**src/rtl/sys_reset_ctrl.sv**
```systemverilog
// System reset sequencer: debounced pushbutton, HOLD -> FLASH_RST -> FLASH_WAIT -> RUN.
// Optional software reset request port enabled by defining SYS_RESET_SWREQ_EN.
module sys_reset_ctrl #(
    parameter int DEBOUNCE_CYCLES   = 1024,
    parameter int HOLD_CYCLES       = 256,
    parameter int FLASH_RST_CYCLES  = 64,
    parameter int FLASH_WAIT_CYCLES = 128
) (
    input  logic       io_clock,
    input  logic       io_reset_n,
    input  logic       io_button_n,
`ifdef SYS_RESET_SWREQ_EN
    input  logic       io_swReset_req,
`endif
    output logic       io_flash_rst_n,
    output logic       io_sys_reset,
    output logic       io_ready,
    output logic [1:0] io_cause,
    output logic [1:0] o_dbg_state
);

    localparam int MAX_AB = (HOLD_CYCLES > FLASH_RST_CYCLES) ? HOLD_CYCLES : FLASH_RST_CYCLES;
    localparam int MAX_P  = (MAX_AB > FLASH_WAIT_CYCLES) ? MAX_AB : FLASH_WAIT_CYCLES;
    localparam int CW     = $clog2(MAX_P) + 1;
    localparam int DW     = $clog2(DEBOUNCE_CYCLES + 1);

    localparam logic [CW-1:0] HOLD_LD  = CW'(HOLD_CYCLES - 1);
    localparam logic [CW-1:0] FRST_LD  = CW'(FLASH_RST_CYCLES - 1);
    localparam logic [CW-1:0] FWAIT_LD = CW'(FLASH_WAIT_CYCLES - 1);
    localparam logic [DW-1:0] DEB_HIT  = DW'(DEBOUNCE_CYCLES - 1);
    localparam logic [DW-1:0] DEB_SAT  = DW'(DEBOUNCE_CYCLES);

    localparam logic [1:0] CAUSE_POR    = 2'b00;
    localparam logic [1:0] CAUSE_BUTTON = 2'b01;
    localparam logic [1:0] CAUSE_SW     = 2'b10;

    typedef enum logic [1:0] {
        ST_HOLD       = 2'd0,
        ST_FLASH_RST  = 2'd1,
        ST_FLASH_WAIT = 2'd2,
        ST_RUN        = 2'd3
    } state_t;

    state_t          r_state;
    state_t          w_state_nx;
    logic [CW-1:0]   r_cnt;
    logic [CW-1:0]   w_cnt_nx;
    logic [CW-1:0]   w_rem;
    logic [CW-1:0]   w_rem_dec;
    logic            r_fresh;
    logic            r_btn_meta;
    logic            r_btn_sync;
    logic [DW-1:0]   r_deb_cnt;
    logic            w_press;
    logic            w_sw_req;
    logic [1:0]      r_cause;
    logic [1:0]      w_cause_nx;
    logic            r_sys_reset;
    logic            r_flash_rst_n;
    logic            r_ready;

`ifdef SYS_RESET_SWREQ_EN
    assign w_sw_req = io_swReset_req;
`else
    assign w_sw_req = 1'b0;
`endif

    always_ff @(posedge io_clock or negedge io_reset_n) begin
        if (!io_reset_n) begin
            r_btn_meta <= 1'b1;
            r_btn_sync <= 1'b1;
        end else begin
            r_btn_meta <= io_button_n;
            r_btn_sync <= r_btn_meta;
        end
    end

    // Counter holds the number of consecutive low samples seen before this cycle;
    // saturating one past the hit value makes the press fire once per hold.
    always_ff @(posedge io_clock or negedge io_reset_n) begin
        if (!io_reset_n) begin
            r_deb_cnt <= '0;
        end else if (r_btn_sync) begin
            r_deb_cnt <= '0;
        end else if (r_deb_cnt != DEB_SAT) begin
            r_deb_cnt <= r_deb_cnt + DW'(1);
        end
    end

    assign w_press = !r_btn_sync && (r_deb_cnt == DEB_HIT);

    // The cycle right after reset release already counts as the first HOLD cycle,
    // so the cleared counter is read as a freshly reloaded one.
    assign w_rem     = r_fresh ? HOLD_LD : r_cnt;
    assign w_rem_dec = (w_rem == '0) ? '0 : (w_rem - CW'(1));

    always_comb begin
        w_state_nx = r_state;
        w_cnt_nx   = w_rem_dec;
        w_cause_nx = r_cause;
        case (r_state)
            ST_HOLD: begin
                if (!r_btn_sync) begin
                    w_cnt_nx = HOLD_LD;
                end else if (w_rem == '0) begin
                    w_state_nx = ST_FLASH_RST;
                    w_cnt_nx   = FRST_LD;
                end
            end
            ST_FLASH_RST: begin
                if (w_rem == '0) begin
                    w_state_nx = ST_FLASH_WAIT;
                    w_cnt_nx   = FWAIT_LD;
                end
            end
            ST_FLASH_WAIT: begin
                if (w_rem == '0) begin
                    w_state_nx = ST_RUN;
                    w_cnt_nx   = '0;
                end
            end
            ST_RUN: begin
                w_cnt_nx = '0;
                if (w_sw_req) begin
                    w_state_nx = ST_HOLD;
                    w_cnt_nx   = HOLD_LD;
                    w_cause_nx = CAUSE_SW;
                end
            end
            default: begin
                w_state_nx = ST_HOLD;
                w_cnt_nx   = HOLD_LD;
            end
        endcase
        // Button press overrides everything, including a simultaneous software request.
        if (w_press) begin
            w_state_nx = ST_HOLD;
            w_cnt_nx   = HOLD_LD;
            w_cause_nx = CAUSE_BUTTON;
        end
    end

    always_ff @(posedge io_clock or negedge io_reset_n) begin
        if (!io_reset_n) begin
            r_state       <= ST_HOLD;
            r_cnt         <= '0;
            r_fresh       <= 1'b1;
            r_cause       <= CAUSE_POR;
            r_sys_reset   <= 1'b1;
            r_flash_rst_n <= 1'b1;
            r_ready       <= 1'b0;
        end else begin
            r_state       <= w_state_nx;
            r_cnt         <= w_cnt_nx;
            r_fresh       <= 1'b0;
            r_cause       <= w_cause_nx;
            r_sys_reset   <= (w_state_nx != ST_RUN);
            r_flash_rst_n <= (w_state_nx != ST_FLASH_RST);
            r_ready       <= (w_state_nx == ST_RUN);
        end
    end

    assign io_sys_reset   = r_sys_reset;
    assign io_flash_rst_n = r_flash_rst_n;
    assign io_ready       = r_ready;
    assign io_cause       = r_cause;
    assign o_dbg_state    = r_state;

endmodule

```
**config.mk**
```make
export PLATFORM = sky130hd
export DESIGN_NAME = sys_reset_ctrl
export DESIGN_NICKNAME = d
export VERILOG_FILES = /design/src/rtl/sys_reset_ctrl.sv
export SDC_FILE = /design/constraint.sdc
export NUM_CORES = 1
export LEC_CHECK = 0
export ABC_AREA = 1
export CAP_MARGIN = 25
export CORE_ASPECT_RATIO = 2
export CORE_MARGIN = 2
export CORE_UTILIZATION = 52
export CTS_BUF_LIST = sky130_fd_sc_hd__clkbuf_16
export CTS_CLUSTER_DIAMETER = 50
export CTS_CLUSTER_SIZE = 8
export DETAILED_ROUTE_END_ITERATION = 6
export PLACE_DENSITY = 0.8
export SETUP_SLACK_MARGIN = 0.5
export SLEW_MARGIN = 20
export SYNTH_ARGS = -nofsm -noshare
export SYNTH_HDL_FRONTEND = slang
export SYNTH_SLANG_ARGS = --single-unit
```
**constraint.sdc**
```tcl
create_clock -name io_clock -period 1.8 [get_ports io_clock]
set_input_delay 0.54 -clock io_clock [delete_from_list [all_inputs] [get_ports io_clock]]
set_output_delay 0.54 -clock io_clock [all_outputs]
set_load 0.05 [all_outputs]
```
==> results.sh, run 1 <==
export IMPL_routed_wl_mm=4.363
export IMPL_crit_type="flip-flop to flip-flop"
export IMPL_drtAntennaViolNets=0
export IMPL_synth_cell_types=33
export IMPL_coreArea_sq_um=2943
export IMPL_pwr_share_seq_pct=36.6
export IMPL_drtIter0Drc=65
export IMPL_switching_power_mw=0.3909
export IMPL_r2r_start="r_fresh"
export IMPL_grt_pass1_vias=1389
export IMPL_hold_viol=0
export IMPL_start_util_pct=53.78
export IMPL_maxSlewViolCount=0
export IMPL_start_kind="flip-flop"
export IMPL_ys_seq_area_share_pct=46.25
export IMPL_crit_required_ps=1960
export IMPL_layout_min_cycle_time_ps=1569
export IMPL_grt_max_degree=30
export IMPL_synth_enable_flop_cells=0
export IMPL_cts_tree="yes"
export IMPL_hold_buffers=0
export IMPL_placedInstanceArea_sq_um=1753
export IMPL_crit_start="r_fresh"
export IMPL_path_cells="nor2_8, nand2_4, nor2_4, nand3_4, nor2_4, nor2_4, nor2_8, nor2_1"
export IMPL_clk_path_buf_depth=2
export IMPL_grt_overflow=0
export IMPL_htreeDepth=2
export IMPL_p_leak_nw=1.033
export IMPL_numCtsBuffers=5
export IMPL_dp_hpwl_mm=2.299
export IMPL_vias_per_cell=5.548
export IMPL_outcome="finished, final reports clean"
export IMPL_p_int_mw=1.516
export IMPL_clock_skew_ps=5.231
export IMPL_root_buffer="clkbuf_16"
export IMPL_layout_drive_gt1_share_pct=42.79
export IMPL_yosys_top_cells_count="nand2_1 (34), inv_1 (28), dfrtp_1 (24), nor2_1 (23), a21oi_1 (13)"
export IMPL_dieArea_sq_um=3528
export IMPL_min_from="r_btn_meta"
export IMPL_setup_violations=0
export IMPL_yosysTopAreaCell="dfrtp_1"
export IMPL_ioPinCount=10
export IMPL_pwr_share_comb_pct=6.9
export IMPL_drt_first_pass_iters=4
export IMPL_ir_worst_vdd_mv=0.9649
export IMPL_crit_top_cell="nor2_4"
export IMPL_areaGrowthSynthToFinish_pct=45.45
export IMPL_finalCritPeriodShare_pct=87.17
export IMPL_power_share_switching_pct=20.49
export IMPL_rsz0062_at_grt="true"
export IMPL_yosysTopAreaCellShare_pct=37.94
export IMPL_nNetsFinal=233
export IMPL_grt_pass1_wl_mm=6.230
export IMPL_fmax_mhz=637.4
export IMPL_clock_latency_ps=280
export IMPL_netlist_area_sq_um=1583
export IMPL_maxCapViolations=0
export IMPL_cts_sinks=29
export IMPL_place_congestion=0.8743
export IMPL_arrival_ps=1730
export IMPL_ys_ff_latch=29
export IMPL_power_density_nw_per_um2=828.5
export IMPL_crit_path_end_kind="flip-flop"
export IMPL_syn_avg_cell_area_sq_um=8.374
export IMPL_min_path_type="flip-flop to flip-flop"
export IMPL_die_h_um=82.02
export IMPL_synth_top_cells_by_area="dfrtp_1 (38%), dfstp_2 (8.3%), nand2_1 (8.1%), inv_1 (6.6%), nor2_1 (5.5%)"
export IMPL_clkTransAtPathRegs_ps=50
export IMPL_yosysWarnings=0
export IMPL_grt_usage_pct=24.20
export IMPL_final_cell_area_sq_um=2302
export IMPL_diodes=0
export IMPL_rows=28
export IMPL_yosysMostFrequentCell="nand2_1"
export IMPL_drc=0
export IMPL_die_w_um=43.01
export IMPL_async_flop_share_pct=100.0
export IMPL_slowest_stage="dfstp_4"
export IMPL_cp_slowest_stage_delay_ps=530
export IMPL_portBuffers=8
export IMPL_antenna_found_initial=0
export IMPL_fin_tns_setup_ps=0
export IMPL_postSynthCellCount=189
export IMPL_worst_path_max_fanout=8
export IMPL_drt_wirelength_per_cell_um=16.85
export IMPL_synthFlopType="dfrtp_1"
export IMPL_vias=1437
export IMPL_clockPowerShare_pct=56.5
[worst max-delay path: cells and delay by family (launching register included)]
family | cells | cell delay [ps]
simple gates | 8 | 920
flops | 1 | 530
[cell usage in the layout, fill, tap and decap left out, drive strengths merged]
master,instances
o22ai,1
nor2,35
dfrtp,24
nor3,5
or2,2
clkbuf,5
ha,2
nand4,2
a31oi,2
a21oi,14
a211oi,1
clkdlybuf4s50,2
buf,33
nand2,36
clkinv,1
o21ai,10
o31ai,1
xor2,1
o211ai,1
conb,2
nand3,12
bufinv,2
dfstp,5
inv,30
[path summary, 6_finish.rpt]
path | to | slack [ps] | depth (start not counted)
min in group asynchronous | r_cnt[0] | 640 | 2
min | r_btn_sync | 350 | 0
max reg2reg | r_cnt[2] | 230 | 8
min reg2reg | r_btn_sync | 350 | 0
max in group asynchronous | io_flash_rst_n | 850 | 2
max | r_cnt[2] | 230 | 8
[cell families after synthesis]
family | after synthesis | share of synthesized area [%]
simple gates | 92 | 32.02
buf+inv | 34 | 8.933
compound gates | 30 | 10.43
flops | 29 | 46.25
fa+ha+maj | 2 | 1.581
xor+xnor | 1 | 0.5535
other cells | 1 | 0.2369
[power by group through the flow]
stage	sequential [mW]	combinational [mW]	clock, mW
6_report	0.698	0.132	1.08
5_1_grt	0.699	0.144	1.11
4_1_cts	0.695	0.108	1.07
3_5_place_dp	0.707	0.0914	0
3_3_place_gp	0.706	0.0896	0
2_1_floorplan	0.701	0.0688	0
[stage by stage]
| step | setup slack, ps | total power [mW] | std cells | hold WS, ps | utilization [%] |
|---|---|---|---|---|---|
| after global placement | 297.9 | 0.7958 | 225 | 346.7 | 59.57 |
| after global routing | 148.2 | 1.954 | 259 | 360.5 | 78.23 |
| after detailed placement | 268.8 | 0.7988 | 225 | 350.3 | 59.57 |
| after CTS | 273.5 | 1.875 | 247 | 356.5 | 71.64 |
| final | 231.0 | 1.907 | 259 | 354.9 | 78.23 |
| after floorplan | 422.5 | 0.7693 | 190 | 244.4 | - |
[state kept, by name, indices dropped and copies added (netlist names)]
signal and cells:
io_ready 1, io_flash_rst_n 1, o_dbg_state 2, r_deb_cnt 11
r_fresh 1, io_cause 1, r_btn_meta 1, io_sys_reset 1
r_btn_sync 1, r_cnt 9
[routing by layer]
layer  GRT usage, %  share of wire (%)
met1          24.39                 32
met3          4.835                4.0
met5              0                  0
met2          43.03                 58
met4          17.27                5.8
[repair_timing]
action / 4_1_cts / 5_1_grt
pin swaps: 11 / 9
setup endpoints to repair: 27 / 27
resized for setup: 20 / 29
buffers inserted: 14 / 12
endpoints found under the hold margin: 0 / 0
[area by class of cell]
cell class | instances | area [sq um]
multi-input cells | 127 | 855.8
flip-flops and latches | 29 | 739.5
fillers | 167 | 640.6
repair buffers | 35 | 356.6
clock buffers | 5 | 125.1
inverters | 30 | 122.6
clock inverters | 3 | 65.06
well taps | 30 | 37.54
Note: power is estimated with default switching activity, not from simulation.
==> run 2: changes to the inputs <==
RECOVER_POWER = 50   (was not set)
==> run 2 against run 1 <==
  * Sequential share of layout area is essentially flat
  * Register-to-register slack hardly changed
  * Sequential power about the same
  * Core utilization decreased by 0.085 points
  * Clock skew barely moved
  * Global-route usage unchanged
  * Clock-buffer cell count unchanged
  * Combinational power hardly changed
  * Critical path depth is the same
  * Die area unchanged
  * Critical endpoint unchanged
==> results.sh, run 2 (same netlist as run 1, synthesis figures left out) <==
export IMPL_ioPinCount=10
export IMPL_htreeDepth=2
export IMPL_root_buffer="clkbuf_16"
export IMPL_crit_type="flip-flop to flip-flop"
export IMPL_diodes=0
export IMPL_place_congestion=0.8743
export IMPL_fmax_mhz=637.5
export IMPL_switching_power_mw=0.3896
export IMPL_routed_wl_mm=4.383
export IMPL_drtIter0Drc=67
export IMPL_power_share_switching_pct=20.46
export IMPL_largest_reg_flops=11
export IMPL_min_path_type="flip-flop to flip-flop"
export IMPL_die_h_um=82.02
export IMPL_fin_ws_ps=231.3
export IMPL_start_util_pct=53.78
export IMPL_fin_tns_setup_ps=0
export IMPL_clk_path_buf_depth=2
export IMPL_holdWs_ps=355.0
export IMPL_grt_pass1_vias=1389
export IMPL_drt_first_pass_iters=4
export IMPL_setup_violations=0
export IMPL_nNetsFinal=233
export IMPL_hold_viol=0
export IMPL_grt_max_degree=30
export IMPL_arrival_ps=1730
export IMPL_layout_min_cycle_time_ps=1569
export IMPL_clockPowerShare_pct=56.5
export IMPL_vias_per_cell=5.541
export IMPL_finalCritPeriodShare_pct=87.15
export IMPL_clock_skew_ps=5.060
export IMPL_grt_usage_pct=24.20
export IMPL_ir_worst_vdd_mv=0.9642
export IMPL_rows=28
export IMPL_coreArea_sq_um=2943
export IMPL_drtAntennaViolNets=0
export IMPL_drc=0
export IMPL_fin_util_pct=78.15
export IMPL_start_kind="flip-flop"
export IMPL_grt_pass1_wl_mm=6.230
export IMPL_antenna_found_initial=0
export IMPL_layout_drive_gt1_share_pct=42.79
export IMPL_cts_sinks=29
export IMPL_numCtsBuffers=5
export IMPL_dp_hpwl_mm=2.299
export IMPL_p_int_mw=1.515
export IMPL_vias=1435
export IMPL_largest_register="r_deb_cnt"
export IMPL_layout_commonest_cell="nand2_1"
export IMPL_power_density_nw_per_um2=828.1
export IMPL_drt_wirelength_per_cell_um=16.92
export IMPL_portBuffers=8
export IMPL_cts_tree="yes"
export IMPL_crit_path_end_kind="flip-flop"
export IMPL_rsz0062_at_grt="true"
export IMPL_maxSlewViolCount=0
export IMPL_maxCapViolations=0
export IMPL_worstMarginPinSlew_ps=698.8
export IMPL_grt_overflow=0
export IMPL_fill_cells=168
export IMPL_crit_required_ps=1960
export IMPL_dieArea_sq_um=3528
export IMPL_most_common_layout_cells="nand2_1 (28), inv_1 (22), dfrtp_1 (21), nor2_1 (18), buf_4 (18)"
export IMPL_slew_headroom_pct=53.41
export IMPL_areaGrowthSynthToFinish_pct=45.30
export IMPL_pwr_share_comb_pct=6.8
export IMPL_clock_latency_ps=280
export IMPL_pwr_share_seq_pct=36.6
export IMPL_outcome="finished, final reports clean"
export IMPL_place_ws_ps=268.8
export IMPL_die_w_um=43.01
export IMPL_p_leak_nw=1.033
export IMPL_worst_path_max_fanout=8
export IMPL_power_mw=1.904
export IMPL_clkTransAtPathRegs_ps=50
run 2: metrics by stage:
step	std cells	instance area, sq um
CTS	247	2108
finish	259	2300
detailed placement	225	1753
floorplan	190	1625
global route	259	2300
global placement	225	1753
run 2: metal layers:
metal,routed length (um),up-vias,track usage (%)
li1,-,671,-
met1,1426,696,24.39
met2,2579,45,43.03
met3,142,23,4.835
met4,234,0,17.27
met5,0,-,0
run 2: timing repair:
item,in CTS,in global routing
setup endpoints to repair,27,27
hold buffers,0,0
resized for setup,20,29
cloned,0,0
setup buffers,14,12
pin swaps,11,9
run 2: final cells by class:
| class | instances | area, sq um | share of cell area [%] |
|---|---|---|---|
| clock buffers | 5 | 125.1 | 5.441 |
| clock inverters | 3 | 65.06 | 2.829 |
| inverters | 30 | 122.6 | 5.332 |
| multi-input cells | 127 | 855.8 | 37.21 |
| flip-flops and latches | 29 | 739.5 | 32.15 |
| well taps | 30 | 37.54 | 1.632 |
| repair buffers | 35 | 354.1 | 15.40 |
run 2: final timing paths:
path | startpoint | endpoint | slack, ps | cells past startpoint
worst max register to register | r_fresh | r_cnt[2] | 230 | 8
worst min-delay path | r_btn_meta | r_btn_sync | 360 | 0
worst min register to register | r_btn_meta | r_btn_sync | 360 | 0
min in group asynchronous | io_reset_n | r_cnt[1] | 830 | 2
worst max-delay path | r_fresh | r_cnt[2] | 230 | 8
max in group asynchronous | io_reset_n | o_dbg_state[0] | 470 | 2
run 2: power groups by stage:
stage	registers, mW	clock network, mW	logic [mW]
floorplan	0.701	0	0.0688
global placement	0.706	0	0.0896
detailed placement	0.707	0	0.0914
CTS	0.695	1.07	0.108
global route	0.699	1.11	0.143
finish	0.698	1.08	0.130
run 2: critical path, stage by stage (launching register included):
cell,delay [ps]
dfstp_4,530
nor2_8,110
nand2_4,80
nor2_4,200
nand3_4,140
nor2_4,130
nor2_4,60
nor2_8,130
nor2_1,70
==> run 3: changes to the inputs <==
CTS_CLUSTER_DIAMETER = not set   (was 50)
==> results of run 3 <==
Same layout as run 2: the final DEF is identical, and so are final timing and power.
